===== src/rtl/binary_one_hot_pkg.sv =====
// Shared types, mode constants and the per-bit decode function for the binary_one_hot stream decoder.
// Thermometer decode is compiled in only when BIN_OH_THERMO_EN is defined.
package binary_one_hot_pkg;

  typedef enum logic [1:0] {
    EMPTY = 2'd0,
    ONE   = 2'd1,
    FULL  = 2'd2
  } skid_state_t;

  localparam logic MODE_ONE_HOT = 1'b0;
  localparam logic MODE_THERMO  = 1'b1;

  // Value of output bit idx for a code bin decoded into a width-bit word.
  // Out-of-range codes decode to all zeros in either mode.
  function automatic logic decode_bit(input logic [31:0] bin,
                                      input logic [31:0] idx,
                                      input logic [31:0] width,
                                      input logic        mode);
    if (bin >= width) return 1'b0;
    return (mode == MODE_THERMO) ? (idx <= bin) : (idx == bin);
  endfunction

endpackage


===== src/rtl/binary_one_hot_dec.sv =====
// Purely combinational decode of a binary code into a one-hot or thermometer word plus an out-of-range flag.
module binary_one_hot_dec
  import binary_one_hot_pkg::*;
#(
  parameter int BINARY  = 4,
  parameter int ONE_HOT = 16
) (
  input  logic [BINARY-1:0]  i_bin,
  input  logic               i_mode,
  output logic [ONE_HOT-1:0] o_word,
  output logic               o_err
);

  logic [31:0] w_bin;

  assign w_bin = 32'(i_bin);
  assign o_err = (w_bin >= 32'(ONE_HOT));

  for (genvar g = 0; g < ONE_HOT; g++) begin : g_bit
    assign o_word[g] = decode_bit(w_bin, 32'(g), 32'(ONE_HOT), i_mode);
  end

endmodule


===== src/rtl/binary_one_hot_stream.sv =====
// Registered valid/ready binary-to-one-hot decoder with a 2-entry skid buffer and a saturating error counter.
// Optional feature macro: BIN_OH_THERMO_EN adds the Mode_I port and thermometer decode.
module binary_one_hot_stream
  import binary_one_hot_pkg::*;
#(
  parameter int BINARY    = 4,
  parameter int ONE_HOT   = 16,
  parameter int ERR_CNT_W = 8
) (
  input  logic                 Clk_I,
  input  logic                 Rst_I,
  input  logic                 Valid_I,
  output logic                 Ready_O,
  input  logic [BINARY-1:0]    Bin_I,
`ifdef BIN_OH_THERMO_EN
  input  logic                 Mode_I,
`endif
  output logic                 Valid_O,
  input  logic                 Ready_I,
  output logic [ONE_HOT-1:0]   One_Hot_O,
  output logic                 Err_O,
  input  logic                 Clr_Err_I,
  output logic [ERR_CNT_W-1:0] Err_Cnt_O
);

  if (ONE_HOT < 2 || ONE_HOT > (1 << BINARY)) begin : g_bad_cfg
    $error("binary_one_hot_stream: ONE_HOT must satisfy 2 <= ONE_HOT <= 2**BINARY");
  end

  localparam logic [ERR_CNT_W-1:0] CNT_MAX = {ERR_CNT_W{1'b1}};

  skid_state_t          r_state, w_state_nxt;
  logic                 r_ready;
  logic [ONE_HOT-1:0]   r_main_word, r_skid_word;
  logic                 r_main_err, r_skid_err;
  logic [ERR_CNT_W-1:0] r_err_cnt;

  logic                 w_mode, w_dec_err, w_accept, w_xfer, w_valid;
  logic                 w_load_main, w_load_skid, w_skid_to_main;
  logic [ONE_HOT-1:0]   w_dec_word;

`ifdef BIN_OH_THERMO_EN
  assign w_mode = Mode_I;
`else
  assign w_mode = MODE_ONE_HOT;
`endif

  binary_one_hot_dec #(
    .BINARY  (BINARY),
    .ONE_HOT (ONE_HOT)
  ) u_dec (
    .i_bin  (Bin_I),
    .i_mode (w_mode),
    .o_word (w_dec_word),
    .o_err  (w_dec_err)
  );

  // Both handshakes are built from flops only, so neither ready nor valid
  // has a combinational path from the other side.
  assign w_valid  = (r_state != EMPTY);
  assign w_accept = Valid_I & r_ready;
  assign w_xfer   = w_valid & Ready_I;

  // NOTE: every always_comb output gets a default first so no path leaves it unassigned (no latch).
  always_comb begin
    w_state_nxt    = r_state;
    w_load_main    = 1'b0;
    w_load_skid    = 1'b0;
    w_skid_to_main = 1'b0;
    case (r_state)
      EMPTY: begin
        if (w_accept) begin
          w_state_nxt = ONE;
          w_load_main = 1'b1;
        end
      end
      ONE: begin
        if (w_accept && w_xfer) begin
          w_load_main = 1'b1;
        end else if (w_accept) begin
          w_state_nxt = FULL;
          w_load_skid = 1'b1;
        end else if (w_xfer) begin
          w_state_nxt = EMPTY;
        end
      end
      FULL: begin
        if (w_xfer) begin
          w_state_nxt    = ONE;
          w_skid_to_main = 1'b1;
        end
      end
      default: w_state_nxt = EMPTY;
    endcase
  end

  // NOTE: sequential state uses non-blocking assignments so all flops update from pre-edge values.
  always_ff @(posedge Clk_I or posedge Rst_I) begin
    if (Rst_I) begin
      r_state <= EMPTY;
      r_ready <= 1'b1;
    end else begin
      r_state <= w_state_nxt;
      r_ready <= (w_state_nxt != FULL);
    end
  end

  // NOTE: the data registers are reset too, because One_Hot_O/Err_O must read zero during reset.
  always_ff @(posedge Clk_I or posedge Rst_I) begin
    if (Rst_I) begin
      r_main_word <= '0;
      r_main_err  <= 1'b0;
      r_skid_word <= '0;
      r_skid_err  <= 1'b0;
    end else begin
      if (w_load_main) begin
        r_main_word <= w_dec_word;
        r_main_err  <= w_dec_err;
      end else if (w_skid_to_main) begin
        r_main_word <= r_skid_word;
        r_main_err  <= r_skid_err;
      end
      if (w_load_skid) begin
        r_skid_word <= w_dec_word;
        r_skid_err  <= w_dec_err;
      end
    end
  end

  // Clear wins over a same-cycle increment; the count sticks at its maximum.
  always_ff @(posedge Clk_I or posedge Rst_I) begin
    if (Rst_I) begin
      r_err_cnt <= '0;
    end else if (Clr_Err_I) begin
      r_err_cnt <= '0;
    end else if (w_accept && w_dec_err && (r_err_cnt != CNT_MAX)) begin
      r_err_cnt <= r_err_cnt + 1'b1;
    end
  end

  assign Ready_O   = r_ready;
  assign Valid_O   = w_valid;
  assign One_Hot_O = r_main_word;
  assign Err_O     = r_main_err;
  assign Err_Cnt_O = r_err_cnt;

endmodule


===== config.mk =====
export PLATFORM = sky130hd
export DESIGN_NAME = binary_one_hot_stream
export DESIGN_NICKNAME = d
export VERILOG_FILES = /design/src/rtl/binary_one_hot_pkg.sv /design/src/rtl/binary_one_hot_dec.sv /design/src/rtl/binary_one_hot_stream.sv
export SDC_FILE = /design/constraint.sdc
export NUM_CORES = 1
export LEC_CHECK = 0
export CORE_AREA = 2 2 63 65
export DETAILED_ROUTE_END_ITERATION = 8
export DIE_AREA = 0 0 65 67
export PLACE_DENSITY_LB_ADDON = 0.1
export SYNTH_ARGS = -nofsm -noshare
export SYNTH_HDL_FRONTEND = slang
export SYNTH_SLANG_ARGS = --single-unit

===== constraint.sdc =====
create_clock -name Clk_I -period 3.4 [get_ports Clk_I]
set_clock_uncertainty 0.2 [all_clocks]
set_input_delay 0.34 -clock Clk_I [delete_from_list [all_inputs] [get_ports Clk_I]]
set_output_delay 0.34 -clock Clk_I [all_outputs]
set_load 0.05 [all_outputs]

# Word level (Yosys, flattened, before mapping)
# Cells that the tools add are included.
# W data, S select, Z words.
[classes] n_addsub=1 order_cmp=1 n_eq_ne=19 n_mux=37 bitwise_logic=2 reduce_logical=8
[ops] op="$eq A4 B4 Y1 const A" count=8
[ops] op="$logic_not A32 Y1" count=1
[ops] op="$mux W16" count=2
[ops] op="$mux W1" count=26
[ops] op="$eq A3 B4 Y1 const A" count=4
[ops] op="$mux W8" count=2
[ops] op="$mux W2" count=5
[ops] op="$add A8 B1 Y8 const B" count=1
[ops] op="$eq A2 B4 Y1 const A" count=2
[ops] op="$ne A8 B8 Y1 const B" count=1
[ops] op="$pmux W2 S3" count=1
[ops] op="$reduce_bool A2 Y1" count=3
[ops] op="$ge A4 B5 Y1 const B" count=1
[ops] op="$eq A1 B4 Y1 const A" count=1
[ops] op="$logic_and A1 B1 Y1" count=3
[ops] op="$and A1 B1 Y1" count=2
[ops] op="$eq A2 B1 Y1 const B" count=1
[ops] op="$eq A2 B2 Y1 const B" count=1
[ops] op="$logic_not A2 Y1" count=1
[ops] op="$ne A2 B2 Y1 const B" count=1
[ops] op="$pmux W1 S2" count=1
[word_totals] register_bits=45 elab_cells=75

# Depth between registers and ports, before layout
[depth] ltp_word=7 depth_mapped=6 mapped_depth_nobuf=3

# Modules after synthesis
# From an unflattened synthesis, not the netlist that was laid out.
[unflattened] cells_unflattened=198 area_unflattened_um2=2324.7
[modules_own_cells] mod="binary_one_hot_stream" instances=1 cells_per_inst=153 area_each_um2=2052.0 seq_area_each_um2=1127.3
[modules_own_cells] mod="binary_one_hot_dec" instances=1 cells_per_inst=45 area_each_um2=272.8 seq_area_each_um2=0.0

# Worst setup path after synthesis
# OpenSTA, ideal clock, no wires.
[synth_path] path_kind="register -> register" startpoint="register r_ready (netlist: Ready_O)" endpoint="register r_main_word[7] (netlist: One_Hot_O[7])" setup_time_ps=79 arrival_ps=1408 t_required_ps=3121 setup_slack_ps=1712 path_stages_with_launch=6 cell_sequence="dfstp_2 -> nand3b_4 -> nor2b_4 -> buf_6 -> buf_8 -> mux2i_1"
[synth_between] elab_chain_len=5 elab_cells_between_ends=7 cone_classes="mux (4); bitwise (1); reduce/logical (2)"
[synth_rtl] element="from (decl)" line="binary_one_hot_stream.sv:33" source="logic r_ready;"
[synth_rtl] element="from (signal assigned)" line="binary_one_hot_stream.sv:104" source="r_ready <= (w_state_nxt != FULL);"
[synth_rtl] element="$and A1 B1 Y1 (*)" line="binary_one_hot_stream.sv:61" source="assign w_accept = Valid_I & r_ready;"
[synth_rtl] element="$logic_and A1 B1 Y1" line="binary_one_hot_stream.sv:78" source="if (w_accept && w_xfer) begin"
[synth_rtl] element="$mux W1" line="binary_one_hot_stream.sv:78"
[synth_rtl] element="$pmux W1 S2 (*)" line="binary_one_hot_stream.sv:70" source="case (r_state)"
[synth_rtl] element="$mux W16 / $reduce_bool A2 Y1 (equally long branches)"
[synth_rtl] element="to (signal assigned)" line="binary_one_hot_stream.sv:117" source="r_main_word <= w_dec_word;"
[synth_rtl] element="to (signal assigned)" line="binary_one_hot_stream.sv:120" source="r_main_word <= r_skid_word;"
[synth_rtl] element="to (decl)" line="binary_one_hot_stream.sv:34" source="logic [ONE_HOT-1:0] r_main_word, r_skid_word;"
# Every way passes the cells marked *; elsewhere a longest branch is shown, timed or not.
# A chain may end at the register's enable or synchronous reset.

# Worst setup path after layout
[layout_path] startpoint="register r_state[1]" endpoint="output port Valid_O"
[layout_between] elab_chain_len=1
[layout_rtl] element="from (decl)" line="binary_one_hot_stream.sv:32" source="skid_state_t r_state, w_state_nxt;"
[layout_rtl] element="from (signal assigned)" line="binary_one_hot_stream.sv:103" source="r_state <= w_state_nxt;"
[layout_rtl] element="$reduce_bool A2 Y1" line="binary_one_hot_stream.sv:60" source="assign w_valid = (r_state != EMPTY);"
[layout_rtl] element="to (decl)" line="binary_one_hot_stream.sv:18" source="output logic Valid_O,"
# Every way passes these cells.

==> metrics.yaml <==
outcome: "finished, final reports clean"
root_buffer: "clkbuf_8"
cp_data_required_time_ps: 2860
grt_pass1_vias: 1334
grt-ovfl-total: 0
tightest_slew_ps: 612.6
synth_area_leaders: "dfrtp_1, mux2i_1, o31ai_1, o21ai_0, nor2b_1"
drtPass1Iterations: 5
path_clk_slew_ps: 80
finalSetupTns_ps: 0
use_met2_pct: 31.31
drive_gt1_share_pct: 8.163
p_leak_nw: 1.125
ys_seq_area_share_pct: 55.62
async_flop_share_pct: 100.0
clk_latency_ps: 290
ctsResizeCount: 0
final_area_sq_um: 2369
drt_iter0_drc: 60
slew_headroom_pct: 59.08
post-cts-setup-buffer-count: 0
finalCritPeriodShare_pct: 66.23
cp.arrival_ps: 1710
cts_buffer_depth: 2
diodes: 0
port_buffers: 34
grt-busiest-layer: "met2"
hold_path.class: "input port to async pin"
rows: 22
synth_seq_cells: 43
crit_type: "flip-flop to output pin"
yosys_warnings: 0
drc: 0
critPathLaunchType: "flip-flop"
clock_sinks: 43
peakVddDrop_mv: 0.3717
synthToLayoutAreaGrowth_pct: 22.29
min_period_ps: 2252
met3_usage_pct: 3.885
vias: 1304
power.density_nw_per_um2: 622.3
wl_per_cell_microns: 14.74
dieArea_sq_um: 4355
gp_congestion: 0.7228
ant_nets: 0
numCtsBuffers: 5
yosys.area.top_type_share_pct: 54.26
place.detailed.hpwl_microns: 2447
grt_util_met1_pct: 25.19
critical-path-slowest-cell: "clkdlybuf4s50_1"
avgSynthCellArea_sq_um: 11.88
multiInputGateArea_sq_um: 769.5
die_h_microns: 67
maxSlewViolCount: 0
synth.cell_area_sq_um: 1937
drt_wl_total_microns: 3597
die_x_microns: 65
grt_max_degree: 44
maxCapViolCount: 0
syn-num-nets: 172
ios: 36
antenna_found_initial: 0
hold_viol: 0
ff_latch_area_sq_um: 1077
ctsHoldBuffers: 0
rsz0062_at_grt: "false"
htree_levels: 2
nets: 204
crit_chain: "or2_2 > clkdlybuf4s50_1"
placed_cell_area_sq_um: 2277
final.fill_count: 295
start_util_pct: 53.71
grt_use_total_pct: 19.25
fmax_mhz: 444.1
coreArea_sq_um: 3606
cpPeakStageDelay_ps: 700
yosys.area.top_type: "dfrtp_1"
synth_flop_cell: "dfrtp_1"
crit_path_max_fanout: 5
grt_pass1_wl_microns: 6327
synth_edf_count: 0
finalSetupViolCount: 0
synth_cell_types: 23
vias_per_cell: 5.344
cts_tree: "done"
synth_cells: 163
endpoint_kind: "output pin"
## layout make-up
cell class,instances,share of cell area (%)
sequential,43,45.48
multi-input combinational,106,32.49
timing repair buffer,37,15.32
clock buffer,7,3.645
tap,48,2.536
inverter,2,0.3170
clock inverter,1,0.2113
## per-layer routing
| metal | vias to the layer above | share of wire (%) | wire length [microns] |
|---|---|---|---|
| met5 | - | 0 | 0 |
| met3 | 7 | 3.4 | 124 |
| li1 | 639 | - | - |
| met1 | 626 | 47 | 1702 |
| met2 | 32 | 48 | 1717 |
| met4 | 0 | 1.5 | 53 |
## where the power goes
group	internal, mW	leakage (nW)	switching (mW)
Sequential	0.594	0.587	0.0459
Clock	0.164	0.0482	0.165
Combinational	0.183	0.489	0.321
Total	0.941	1.12	0.533
## kinds of logic (layout without fill, tap and decap cells)
group / Yosys count / after routing / synth area share [%]
buffers and inverters: 14 / 47 / 4.651
and+or+nand+nor: 38 / 38 / 11.37
DFF: 43 / 43 / 55.62
other: 1 / 1 / 0.1936
muxes: 33 / 33 / 17.12
AOI/OAI and AO/OA: 33 / 33 / 10.59
xor gates and xnor gates: 1 / 1 / 0.4523
## cell usage after synthesis (all sizes together) (2+ instances only)
master,instances
dfrtp,42
mux2i,32
o21ai,17
o31ai,16
nor2b,13
nand2,10
buf,6
clkbuf,6
nand3,6
nor2,3
inv,2
nand3b,2
or2,2
## state kept, by name, summed over array words and instances (netlist names)
signal	flops
Err_Cnt_O	8
One_Hot_O	16
Ready_O	1
r_skid_word	16
r_state	2
## stage by stage
step / setup WS (ps) / hold slack, ps / util, % / cells / power [mW]
after detailed placement: 959.8 / 288.8 / 63.15 / 236 / 1.158
after floorplan: 1712 / 205.6 / - / 163 / 1.040
after global routing: 1096 / 325.3 / 65.68 / 244 / 1.557
after CTS: 1136 / 313.4 / 65.68 / 244 / 1.488
after global placement: 1003 / 282.1 / 63.15 / 236 / 1.145
final: 1148 / 294.5 / 65.68 / 244 / 1.474
## worst paths after layout
path,startpoint,end,slack (ps),cells past startpoint
min in group Clk_I,Err_Cnt_O[2]$_DFFE_PP0P_,Err_Cnt_O[2]$_DFFE_PP0P_,310,1
max in group asynchronous,Rst_I,One_Hot_O[14]$_DFFE_PP0P_,2330,3
worst max register to register,Ready_O$_DFF_PP1_,One_Hot_O[12]$_DFFE_PP0P_,1360,3
worst min register to register,Err_Cnt_O[2]$_DFFE_PP0P_,Err_Cnt_O[2]$_DFFE_PP0P_,310,1
worst min-delay path,Rst_I,r_state[1]$_DFF_PP0_,290,3
worst max-delay path,r_state[1]$_DFF_PP0_,Valid_O,1150,2
## worst max-delay path, delay by kind of cell (launching register included)
family | cells | cell delay, ps
flip-flops | 1 | 420
buffers and inverters | 1 | 700
AND/OR/NAND/NOR | 1 | 300
## cells in the final DEF, fill, tap and decap left out, drive strengths merged, types with 2 or more instances in the layout
cell	n
nand2	10
dfrtp	42
nor2	3
or2	2
clkdlybuf4s50	34
o21ai	17
nand3b	2
buf	3
mux2i	32
nor2b	13
o31ai	16
clkbuf	7
nand3	6
inv	2
(Power assumes the default switching activity.)
